**config.mk**
```make
export PLATFORM = sky130hd
export DESIGN_NAME = corr_window_seq_flat
export DESIGN_NICKNAME = d
export VERILOG_FILES = /design/src/rtl/corr_window_seq_if.sv /design/src/rtl/corr_window_seq.sv /design/src/flat_wrapper.sv
export SDC_FILE = /design/constraint.sdc
export NUM_CORES = 1
export LEC_CHECK = 0
export CAP_MARGIN = 25
export CORE_ASPECT_RATIO = 0.5
export CORE_MARGIN = 1.5
export CORE_UTILIZATION = 35
export CTS_CLUSTER_DIAMETER = 100
export DETAILED_ROUTE_END_ITERATION = 10
export SETUP_SLACK_MARGIN = 0.3
export SLEW_MARGIN = 20
export SYNTH_ARGS = -nofsm -noshare
export SYNTH_HDL_FRONTEND = slang
export SYNTH_SLANG_ARGS = --single-unit
```
**constraint.sdc**
```tcl
create_clock -name iCLK -period 6.95 [get_ports iCLK]
set_input_delay 1.39 -clock iCLK [delete_from_list [all_inputs] [get_ports iCLK]]
set_output_delay 1.39 -clock iCLK [all_outputs]
set_load 0.05 [all_outputs]
```
**src/rtl/corr_window_seq_if.sv**
```systemverilog
// Pixel-read and MAC control bus between the correlation window sequencer
// (master) and the frame/template memory plus multiply-accumulate datapath
// (slave). Read data comes back in request order; iCorr is the MAC's
// registered accumulator.
interface corr_window_seq_if;
  logic        oRdReq;
  logic        iRdAck;
  logic [12:0] oRdX;
  logic [12:0] oRdY;
  logic [15:0] oTplAddr;
  logic        iPixValid;
  logic        oAccClr;
  logic        oAccEn;
  logic [31:0] iCorr;

  modport master (
    output oRdReq, oRdX, oRdY, oTplAddr, oAccClr, oAccEn,
    input  iRdAck, iPixValid, iCorr
  );

  modport slave (
    input  oRdReq, oRdX, oRdY, oTplAddr, oAccClr, oAccEn,
    output iRdAck, iPixValid, iCorr
  );
endinterface

```
**src/rtl/corr_window_seq.sv**
```systemverilog
// Correlation window sequencer: slides a TPL_W x TPL_H template over every
// candidate (X,Y) in [0..H_RES2] x [0..V_RES2], raster order. For each
// candidate it clears the external MAC, issues TPL_W*TPL_H pixel reads with
// up to MAX_OUT in flight, waits for all data to return and be accumulated,
// then keeps the first candidate with the strictly largest correlation.
//
// Parameter constraints (not checked in hardware):
//   1 <= MAX_OUT <= 15, TPL_W*TPL_H <= 65536,
//   H_RES2+TPL_W-1 < 8192, V_RES2+TPL_H-1 < 8192 (addresses never wrap).
module corr_window_seq #(
  parameter logic [12:0] H_RES2  = 13'd63,
  parameter logic [12:0] V_RES2  = 13'd47,
  parameter int          TPL_W   = 8,
  parameter int          TPL_H   = 8,
  parameter int          MAX_OUT = 4
) (
  input  logic        iCLK,
  input  logic        iRST,
  input  logic        iStart,
  output logic        oBusy,
  output logic        oDone,
  output logic [12:0] oX,
  output logic [12:0] oY,
  output logic [12:0] oBestX,
  output logic [12:0] oBestY,
  output logic [31:0] oBestCorr,
  corr_window_seq_if.master bus
);

  localparam int NPIX = TPL_W * TPL_H;
  localparam int UW   = (TPL_W > 1) ? $clog2(TPL_W) : 1;
  localparam int VW   = (TPL_H > 1) ? $clog2(TPL_H) : 1;
  localparam int CW   = $clog2(NPIX + 1);

  localparam logic [UW-1:0] U_LAST    = UW'(TPL_W - 1);
  localparam logic [15:0]   TPL_LAST  = 16'(NPIX - 1);
  localparam logic [CW-1:0] RET_LAST  = CW'(NPIX - 1);
  localparam logic [3:0]    OUT_LIMIT = 4'(MAX_OUT);

  typedef enum logic [2:0] {
    IDLE,
    CLEAR,
    FETCH,
    DRAIN,
    SETTLE,
    COMPARE,
    NEXT,
    DONE
  } stateT;

  stateT         stateReg;
  logic [12:0]   xReg;
  logic [12:0]   yReg;
  logic [UW-1:0] uReg;
  logic [VW-1:0] vReg;
  // Raster index of the next template pixel; equals v*TPL_W+u and doubles as
  // the count of reads accepted for the current candidate.
  logic [15:0]   tplAddrReg;
  logic [CW-1:0] retCntReg;
  logic [3:0]    outstandingReg;
  logic [3:0]    outstandingNext;
  logic [12:0]   bestXReg;
  logic [12:0]   bestYReg;
  logic [31:0]   bestCorrReg;
  logic          firstReg;
  logic          rdReqReg;
  logic          accClrReg;
  logic          busyReg;
  logic          doneReg;

  logic inScan;
  logic accepted;
  logic returned;
  logic lastAccept;
  logic lastReturn;
  logic reqOk;

  // Handshake bookkeeping: what completes this cycle and the resulting
  // in-flight count, which decides whether a request may be raised next.
  always_comb begin
    inScan          = (stateReg == FETCH) || (stateReg == DRAIN);
    accepted        = bus.oRdReq && bus.iRdAck;
    returned        = bus.iPixValid && inScan;
    outstandingNext = outstandingReg;
    if (accepted && !returned) begin
      outstandingNext = outstandingReg + 4'd1;
    end else if (!accepted && returned) begin
      outstandingNext = outstandingReg - 4'd1;
    end
    lastAccept = accepted && (tplAddrReg == TPL_LAST);
    lastReturn = returned && (retCntReg == RET_LAST);
    reqOk      = (outstandingNext < OUT_LIMIT);
  end

  // Scan FSM with all state, counters and registered outputs.
  always_ff @(posedge iCLK) begin
    if (iRST) begin
      stateReg       <= IDLE;
      xReg           <= '0;
      yReg           <= '0;
      uReg           <= '0;
      vReg           <= '0;
      tplAddrReg     <= '0;
      retCntReg      <= '0;
      outstandingReg <= '0;
      bestXReg       <= '0;
      bestYReg       <= '0;
      bestCorrReg    <= '0;
      firstReg       <= 1'b0;
      rdReqReg       <= 1'b0;
      accClrReg      <= 1'b0;
      busyReg        <= 1'b0;
      doneReg        <= 1'b0;
    end else begin
      accClrReg      <= 1'b0;
      outstandingReg <= outstandingNext;

      if (returned) begin
        retCntReg <= retCntReg + CW'(1);
      end

      // Template walk advances only when the current address is taken.
      if (accepted) begin
        tplAddrReg <= tplAddrReg + 16'd1;
        if (uReg == U_LAST) begin
          uReg <= '0;
          vReg <= vReg + VW'(1);
        end else begin
          uReg <= uReg + UW'(1);
        end
      end

      case (stateReg)
        IDLE: begin
          if (iStart) begin
            xReg      <= '0;
            yReg      <= '0;
            firstReg  <= 1'b1;
            busyReg   <= 1'b1;
            accClrReg <= 1'b1;
            stateReg  <= CLEAR;
          end
        end

        CLEAR: begin
          uReg       <= '0;
          vReg       <= '0;
          tplAddrReg <= '0;
          retCntReg  <= '0;
          rdReqReg   <= reqOk;
          stateReg   <= FETCH;
        end

        FETCH: begin
          if (lastAccept) begin
            rdReqReg <= 1'b0;
            stateReg <= DRAIN;
          end else begin
            rdReqReg <= reqOk;
          end
        end

        DRAIN: begin
          if (lastReturn) begin
            stateReg <= SETTLE;
          end
        end

        // The MAC registers the final sample at the end of the last DRAIN
        // cycle; one more cycle lets that value settle onto iCorr.
        SETTLE: begin
          stateReg <= COMPARE;
        end

        // Strict '>' keeps the earliest raster candidate on ties.
        COMPARE: begin
          if (firstReg || (bus.iCorr > bestCorrReg)) begin
            bestCorrReg <= bus.iCorr;
            bestXReg    <= xReg;
            bestYReg    <= yReg;
          end
          firstReg <= 1'b0;
          stateReg <= NEXT;
        end

        NEXT: begin
          if (xReg < H_RES2) begin
            xReg      <= xReg + 13'd1;
            accClrReg <= 1'b1;
            stateReg  <= CLEAR;
          end else if (yReg < V_RES2) begin
            xReg      <= '0;
            yReg      <= yReg + 13'd1;
            accClrReg <= 1'b1;
            stateReg  <= CLEAR;
          end else begin
            busyReg  <= 1'b0;
            doneReg  <= 1'b1;
            stateReg <= DONE;
          end
        end

        DONE: begin
          if (iStart) begin
            xReg        <= '0;
            yReg        <= '0;
            bestXReg    <= '0;
            bestYReg    <= '0;
            bestCorrReg <= '0;
            firstReg    <= 1'b1;
            doneReg     <= 1'b0;
            busyReg     <= 1'b1;
            accClrReg   <= 1'b1;
            stateReg    <= CLEAR;
          end
        end

        default: begin
          stateReg <= IDLE;
        end
      endcase
    end
  end

  // Request and accumulate strobes are gated by reset so that nothing is
  // issued or accumulated in the cycle reset is first applied.
  assign bus.oRdReq   = rdReqReg && !iRST;
  assign bus.oAccEn   = bus.iPixValid && inScan && !iRST;
  assign bus.oAccClr  = accClrReg;
  assign bus.oRdX     = xReg + 13'(uReg);
  assign bus.oRdY     = yReg + 13'(vReg);
  assign bus.oTplAddr = tplAddrReg;

  assign oBusy     = busyReg;
  assign oDone     = doneReg;
  assign oX        = xReg;
  assign oY        = yReg;
  assign oBestX    = bestXReg;
  assign oBestY    = bestYReg;
  assign oBestCorr = bestCorrReg;

endmodule

```
**src/flat_wrapper.sv**
```systemverilog
// flat-port wrapper written by rule: the top's interface ports become plain ports
module corr_window_seq_flat 
#(
  parameter logic [12:0] H_RES2  = 13'd63,
  parameter logic [12:0] V_RES2  = 13'd47,
  parameter int          TPL_W   = 8,
  parameter int          TPL_H   = 8,
  parameter int          MAX_OUT = 4
)
  (iCLK, iRST, iStart, oBusy, oDone, oX, oY, oBestX, oBestY, oBestCorr, bus_oRdReq, bus_oRdX, bus_oRdY, bus_oTplAddr, bus_oAccClr, bus_oAccEn, bus_iRdAck, bus_iPixValid, bus_iCorr);
  corr_window_seq_if bus_i ();
  input  logic iCLK;
  input  logic iRST;
  input  logic iStart;
  output logic oBusy;
  output logic oDone;
  output logic [12:0] oX;
  output logic [12:0] oY;
  output logic [12:0] oBestX;
  output logic [12:0] oBestY;
  output logic [31:0] oBestCorr;
  output wire logic [$bits(bus_i.oRdReq)-1:0] bus_oRdReq;
  output wire logic [$bits(bus_i.oRdX)-1:0] bus_oRdX;
  output wire logic [$bits(bus_i.oRdY)-1:0] bus_oRdY;
  output wire logic [$bits(bus_i.oTplAddr)-1:0] bus_oTplAddr;
  output wire logic [$bits(bus_i.oAccClr)-1:0] bus_oAccClr;
  output wire logic [$bits(bus_i.oAccEn)-1:0] bus_oAccEn;
  input wire logic [$bits(bus_i.iRdAck)-1:0] bus_iRdAck;
  input wire logic [$bits(bus_i.iPixValid)-1:0] bus_iPixValid;
  input wire logic [$bits(bus_i.iCorr)-1:0] bus_iCorr;
  assign bus_oRdReq = bus_i.oRdReq;
  assign bus_oRdX = bus_i.oRdX;
  assign bus_oRdY = bus_i.oRdY;
  assign bus_oTplAddr = bus_i.oTplAddr;
  assign bus_oAccClr = bus_i.oAccClr;
  assign bus_oAccEn = bus_i.oAccEn;
  assign bus_i.iRdAck = bus_iRdAck;
  assign bus_i.iPixValid = bus_iPixValid;
  assign bus_i.iCorr = bus_iCorr;
  corr_window_seq #(.H_RES2(H_RES2), .V_RES2(V_RES2), .TPL_W(TPL_W), .TPL_H(TPL_H), .MAX_OUT(MAX_OUT)) u_core (.iCLK(iCLK), .iRST(iRST), .iStart(iStart), .oBusy(oBusy), .oDone(oDone), .oX(oX), .oY(oY), .oBestX(oBestX), .oBestY(oBestY), .oBestCorr(oBestCorr), .bus(bus_i));
endmodule
```
## Word level (Yosys, flattened, before mapping)

Cells that the tools add are included.

- Flip-flop bits (word level): 125
- Memories kept: 0
- RAM bits: 0
- Word-level logic and storage cells: 116
- Memory bits (read-only): 0
- Latch bits: 0
- Output and inout bits: 131

- Magnitude comparators: 4
- Bitwise operators: 0
- Shifts and indexed selects: 0
- Mux-type cells: 38
- Divide/modulo/power cells: 0
- $mul: 0
- Equal/unequal tests: 19
- Add/subtract/negate cells: 10
- Reduce and logical (&&, ||, !) cells: 29

Operator list:

| cell | count |
|---|---|
| $pmux 13 s2 | 4 |
| $mux 13 | 7 |
| $mux 32 | 2 |
| $pmux 32 s2 | 1 |
| $gt 32x32->1 | 1 |
| $add 13x1->13 const B | 2 |
| $add 13x3->13 | 2 |
| $lt 13x6->1 const B | 2 |
| $pmux 3 s7 | 1 |
| $mux 3 | 6 |
| $add 16x1->16 const B | 1 |
| $eq 16x6->1 const B | 1 |
| $eq 3x3->1 const B | 5 |
| $reduce_and 4->1 | 3 |
| $mux 1 | 10 |
| $ne 2x1->1 const B | 5 |
| $pmux 1 s2 | 5 |
| $reduce_bool 2->1 | 5 |
| $reduce_and 3->1 | 3 |
| $logic_and 1x1->1 | 8 |
| $mux 4 | 2 |
| $add 7x1->7 const B | 1 |
| $eq 7x6->1 const B | 1 |
| $add 3x1->3 const B | 2 |
| other kinds (12) | 20 |

## Longest topological paths before layout

- Word-level depth: 10
- Mapped depth: 11

## Worst setup path before layout

No wires, ideal clock.

- Path kind: register -> output
- Start: reg u_core.yReg[0] (netlist: u_core.oY[0])
- End: out bus_oRdY[12]
- Data arrival time: 3004 ps
- Stages on the path, launching flop included: 9
- Required time: 5560 ps
- Setup slack: 2556 ps
- Path through: dfxtp_1 ha_1 inv_1 fa_1 nor2b_1 o2111ai_1 nor3_1 nand3_1 xnor2_1

- Cells in the longest elaborated chain, start to end: 1

RTL lines:

| element | line | RTL |
|---|---|---|
| from (decl) | corr_window_seq.sv:53 | `logic [12:0] yReg;` |
| from (signal assigned) | corr_window_seq.sv:193 | `yReg <= yReg + 13'd1;` |
| $add 13x3->13 | corr_window_seq.sv:231 | `assign bus.oRdY = yReg + 13'(vReg);` |
| to (decl) | flat_wrapper.sv:24 | `output wire logic [$bits(bus_i.oRdY)-1:0] bus_oRdY;` |

No other way between the ends.

## Final worst setup path

Ends and elaborated chain as after synthesis.

==> flow_summary.toml <==
[sta]
rsz0062_at_grt = "no"
holdWs_ps = 456
skew_ps = 14.6
period_share_pct = 68.5
setup_ws_ps = 2190
setup_tns_ps = 0
maxSlewHeadroom_pct = 46.8
final-hold-violation-count = 0
setup_viol = 0
fin_crit_ps = 4760
slew_viol_final = 0
tightestPinTransition_ps = 798
fmax_ghz = 0.210

[drt]
routed_wl_um = 17900
routedWlPerCell_um = 14.6
first_pass_iters = 6
vias_per_cell = 4.83
vias = 5924
remaining_drc_errors = 0
first_iter_violations = 276
final_antenna_net_count = 0

[setup_path]
r2r_end = "u_core.oBestY[6]"
startpoint = "u_core.oY[0]"
cp-endpoint = "bus_oRdY[12]"
cp_max_fo = 8
slowest_delay_ps = 820
regToRegSetupSlack_ps = 4010
path_class = "reg2out"
cpMaxStageDelayCell = "clkdlybuf4s50_1"
path_depth = 9
start_kind = "flip-flop"
crit_family = "buffers and inverters"
cp_num_buf_inv = 2
worstPathArrival_ps = 3370
end_kind = "primary output"
path_cells = "ha_1 > inv_1 > fa_1 > nor2b_1 > o2111ai_1 > nor3_1 > nand3_1 > xnor2_1 > clkdlybuf4s50_1"
r2r-start = "u_core.oBestCorr[14]"
worstPathRequired_ps = 5560
worstRegToRegCells = 9

[clock_network]
cts-resized-gates = 0
tritoncts = "done"
htree_levels = 4
hold_buffers = 0
clock_latency_ps = 410
clock-sinks = 125
clk_path_buf_depth = 2
post_cts_buffers = 0
cts-root-buf = "clkbuf_16"
clk_pin_slew_ps = 60
cts_buffers = 17

[yosys]
syn_area_um2 = 6780
synth_edf_count = 0
yosys_warnings = 0
ys_types = 59
synthArstFlopShare_pct = 0
synthFlopType = "dfxtp_1"
yosysSeqAreaShare_pct = 36.9
synth_cells = 799
synth_nets = 887
synth_seq_cells = 125
syn_area_per_cell_um2 = 8.48

[power]
swShare_pct = 24.7
combPwrFrac_pct = 12.3
clockPowerShare_pct = 50.8
total_power_uw = 2060
peakVddDrop_mv = 0.183
power_density_nw_per_um2 = 220
seqPwrFrac_pct = 36.9
switchingPower_uw = 509
leakagePower_uw = 0.00373
p_int_uw = 1550

[placement]
place_congestion = 0.803
post-place-ws_ps = 2390
io_buffers = 167
dp.final_hpwl_um = 12800

[worst_hold_path]
min_path_type = "reg2reg"
min_from = "u_core.oBestX[5]"

[die]
die_x_um = 200
num_io_pins = 168
die_area_um2 = 20300
coreArea_um2 = 18700
die_h_um = 101
start_util_pct = 36.2
num_rows = 35

[global_route]
overflow = 0
grt_pass1_wl_um = 28700
grt_pass1_vias = 5612
grt_use_total_pct = 17.9
grt_start_max_net_pins = 84
antenna_found_initial = 0

[final_layout]
drive_above_1_share_pct = 4.45
synthToLayoutAreaGrowth_pct = 38.1
fin_nets = 1042
antennaDiodeCount = 0

[status]
outcome = "complete, no violations"

[run]
maxCapViolCount = 0
[kinds of logic after synthesis]
kind of cell / Yosys count / share of synthesized area, %
fa+ha+maj: 51 / 9.64
compound gates: 102 / 9.79
xor+xnor: 47 / 6.08
flops: 125 / 36.9
buf+inv: 87 / 5.52
mux: 58 / 8.57
simple gates: 329 / 23.5
[sequential cells by signal (all words and copies together), names as in the netlist, 3 cells and up]
name                   flops
u_core.oBestY             13
u_core.bus.oTplAddr       16
u_core.vReg                3
u_core.oBestCorr          32
u_core.oBestX             13
u_core.uReg                3
u_core.retCntReg           7
u_core.stateReg            3
u_core.outstandingReg      4
u_core.oY                 13
u_core.oX                 13
[layout make-up]
class	instances	area (um2)
Clock inverter	11	238
Inverter	51	191
Clock buffer	21	450
Timing Repair Buffer	172	1720
Tap cell	259	324
Multi-Input combinational cell	587	3930
Sequential cell	125	2500
Fill cell	1774	9340
[how the worst min path moves through the flow]
stage	endpoint	cells after the start
2_1_floorplan	u_core.retCntReg[6]	2
3_3_place_gp	u_core.oBestY[7]	2
3_5_place_dp	u_core.oBestX[5]	2
4_1_cts	u_core.oBestX[5]	2
5_1_grt	u_core.oBestX[12]	2
6_report	u_core.oBestX[5]	2
[cell usage after synthesis, types with 2 or more instances]
library cell  count  share of area [%]
a31oi_1           4               0.37
nor2_1           67                3.7
nor3_1           10               0.74
o211ai_1          3               0.33
and3_1            7               0.65
a21boi_1          3               0.33
and2_1            8               0.74
a41oi_1           7               0.90
o21ai_0          17                1.3
or3_1             8               0.74
nand3_1          18                1.3
xor2_1           21                2.7
inv_1            50                2.8
a211oi_1          2               0.22
nand2_1         115                6.4
a21o_1            4               0.44
nand2b_1         60                5.5
a21oi_1          38                2.8
clkbuf_1         22                1.2
dfxtp_1         125                 37
buf_6             4               0.66
buf_2             5               0.37
nand4_1          16                1.5
buf_4             3               0.33
o21a_1            5               0.55
xnor2_1          26                3.4
buf_1             2               0.11
ha_1             49                9.0
nor2b_1           5               0.46
mux2i_1          58                8.6
fa_1              2               0.59
o21ai_1           2               0.15
nor4_1            6               0.55
and4_1            2               0.26
[routing by layer]
layer / GRT usage (%) / vias to the layer above / part of all wire, %
met5: 0 / - / 0
li1: - / 3032 / -
met2: 28.9 / 111 / 45
met1: 24.0 / 2767 / 50
met3: 3.53 / 14 / 3.9
met4: 5.84 / 0 / 1.0
[through the flow]
| step | std cells | util (%) | cell area [um2] |
|---|---|---|---|
| global route | 1226 | 50.0 | 9360 |
| global placement | 1193 | 46.2 | 8640 |
| finish | 1226 | 50.0 | 9360 |
| detailed placement | 1193 | 46.2 | 8640 |
| CTS | 1225 | 49.9 | 9330 |
| floorplan | 799 | - | 6780 |
[worst reg2reg max path: stages (launching register included)]
cell      delay (ps)
dfxtp_1          360
inv_1             50
ha_1             320
nand4_1          130
nor4_1           670
a31oi_1          150
a21boi_1         180
a41oi_4          190
buf_4            510
mux2i_1          300
[layout by cell type, fill, tap and decap left out, types with 3 or more instances in the layout]
| cell | synthesis | routed |
|---|---|---|
| clkdlybuf4s50_1 | 0 | 166 |
| dfxtp_1 | 125 | 125 |
| nand2_1 | 115 | 115 |
| nor2_1 | 67 | 67 |
| nand2b_1 | 60 | 60 |
| mux2i_1 | 58 | 58 |
| inv_1 | 50 | 50 |
| ha_1 | 49 | 49 |
| a21oi_1 | 38 | 38 |
| xnor2_1 | 26 | 26 |
| xor2_1 | 21 | 21 |
| nand3_1 | 18 | 18 |
| o21ai_0 | 17 | 17 |
| clkbuf_16 | 0 | 17 |
| nand4_1 | 16 | 16 |
| nor3_1 | 10 | 10 |
| or3_1 | 8 | 8 |
| and2_1 | 8 | 8 |
| and3_1 | 7 | 7 |
| a41oi_1 | 7 | 7 |
| bufinv_16 | 0 | 7 |
| nor4_1 | 6 | 6 |
| nor2b_1 | 5 | 5 |
| o21a_1 | 5 | 5 |
| a21o_1 | 4 | 4 |
| buf_4 | 3 | 4 |
| o211ai_1 | 3 | 3 |
| a21boi_1 | 3 | 3 |
| a31oi_1 | 4 | 3 |
| clkbuf_1 | 22 | 3 |
[power groups by stage]
stage	Combinational (uW)	Clock [uW]	Sequential [uW]
5_1_grt	280	1100	763
2_1_floorplan	161	0	783
6_report	254	1050	760
3_3_place_gp	246	0	774
3_5_place_dp	248	0	775
4_1_cts	250	1070	760
Note: power is estimated with default switching activity, not from simulation.
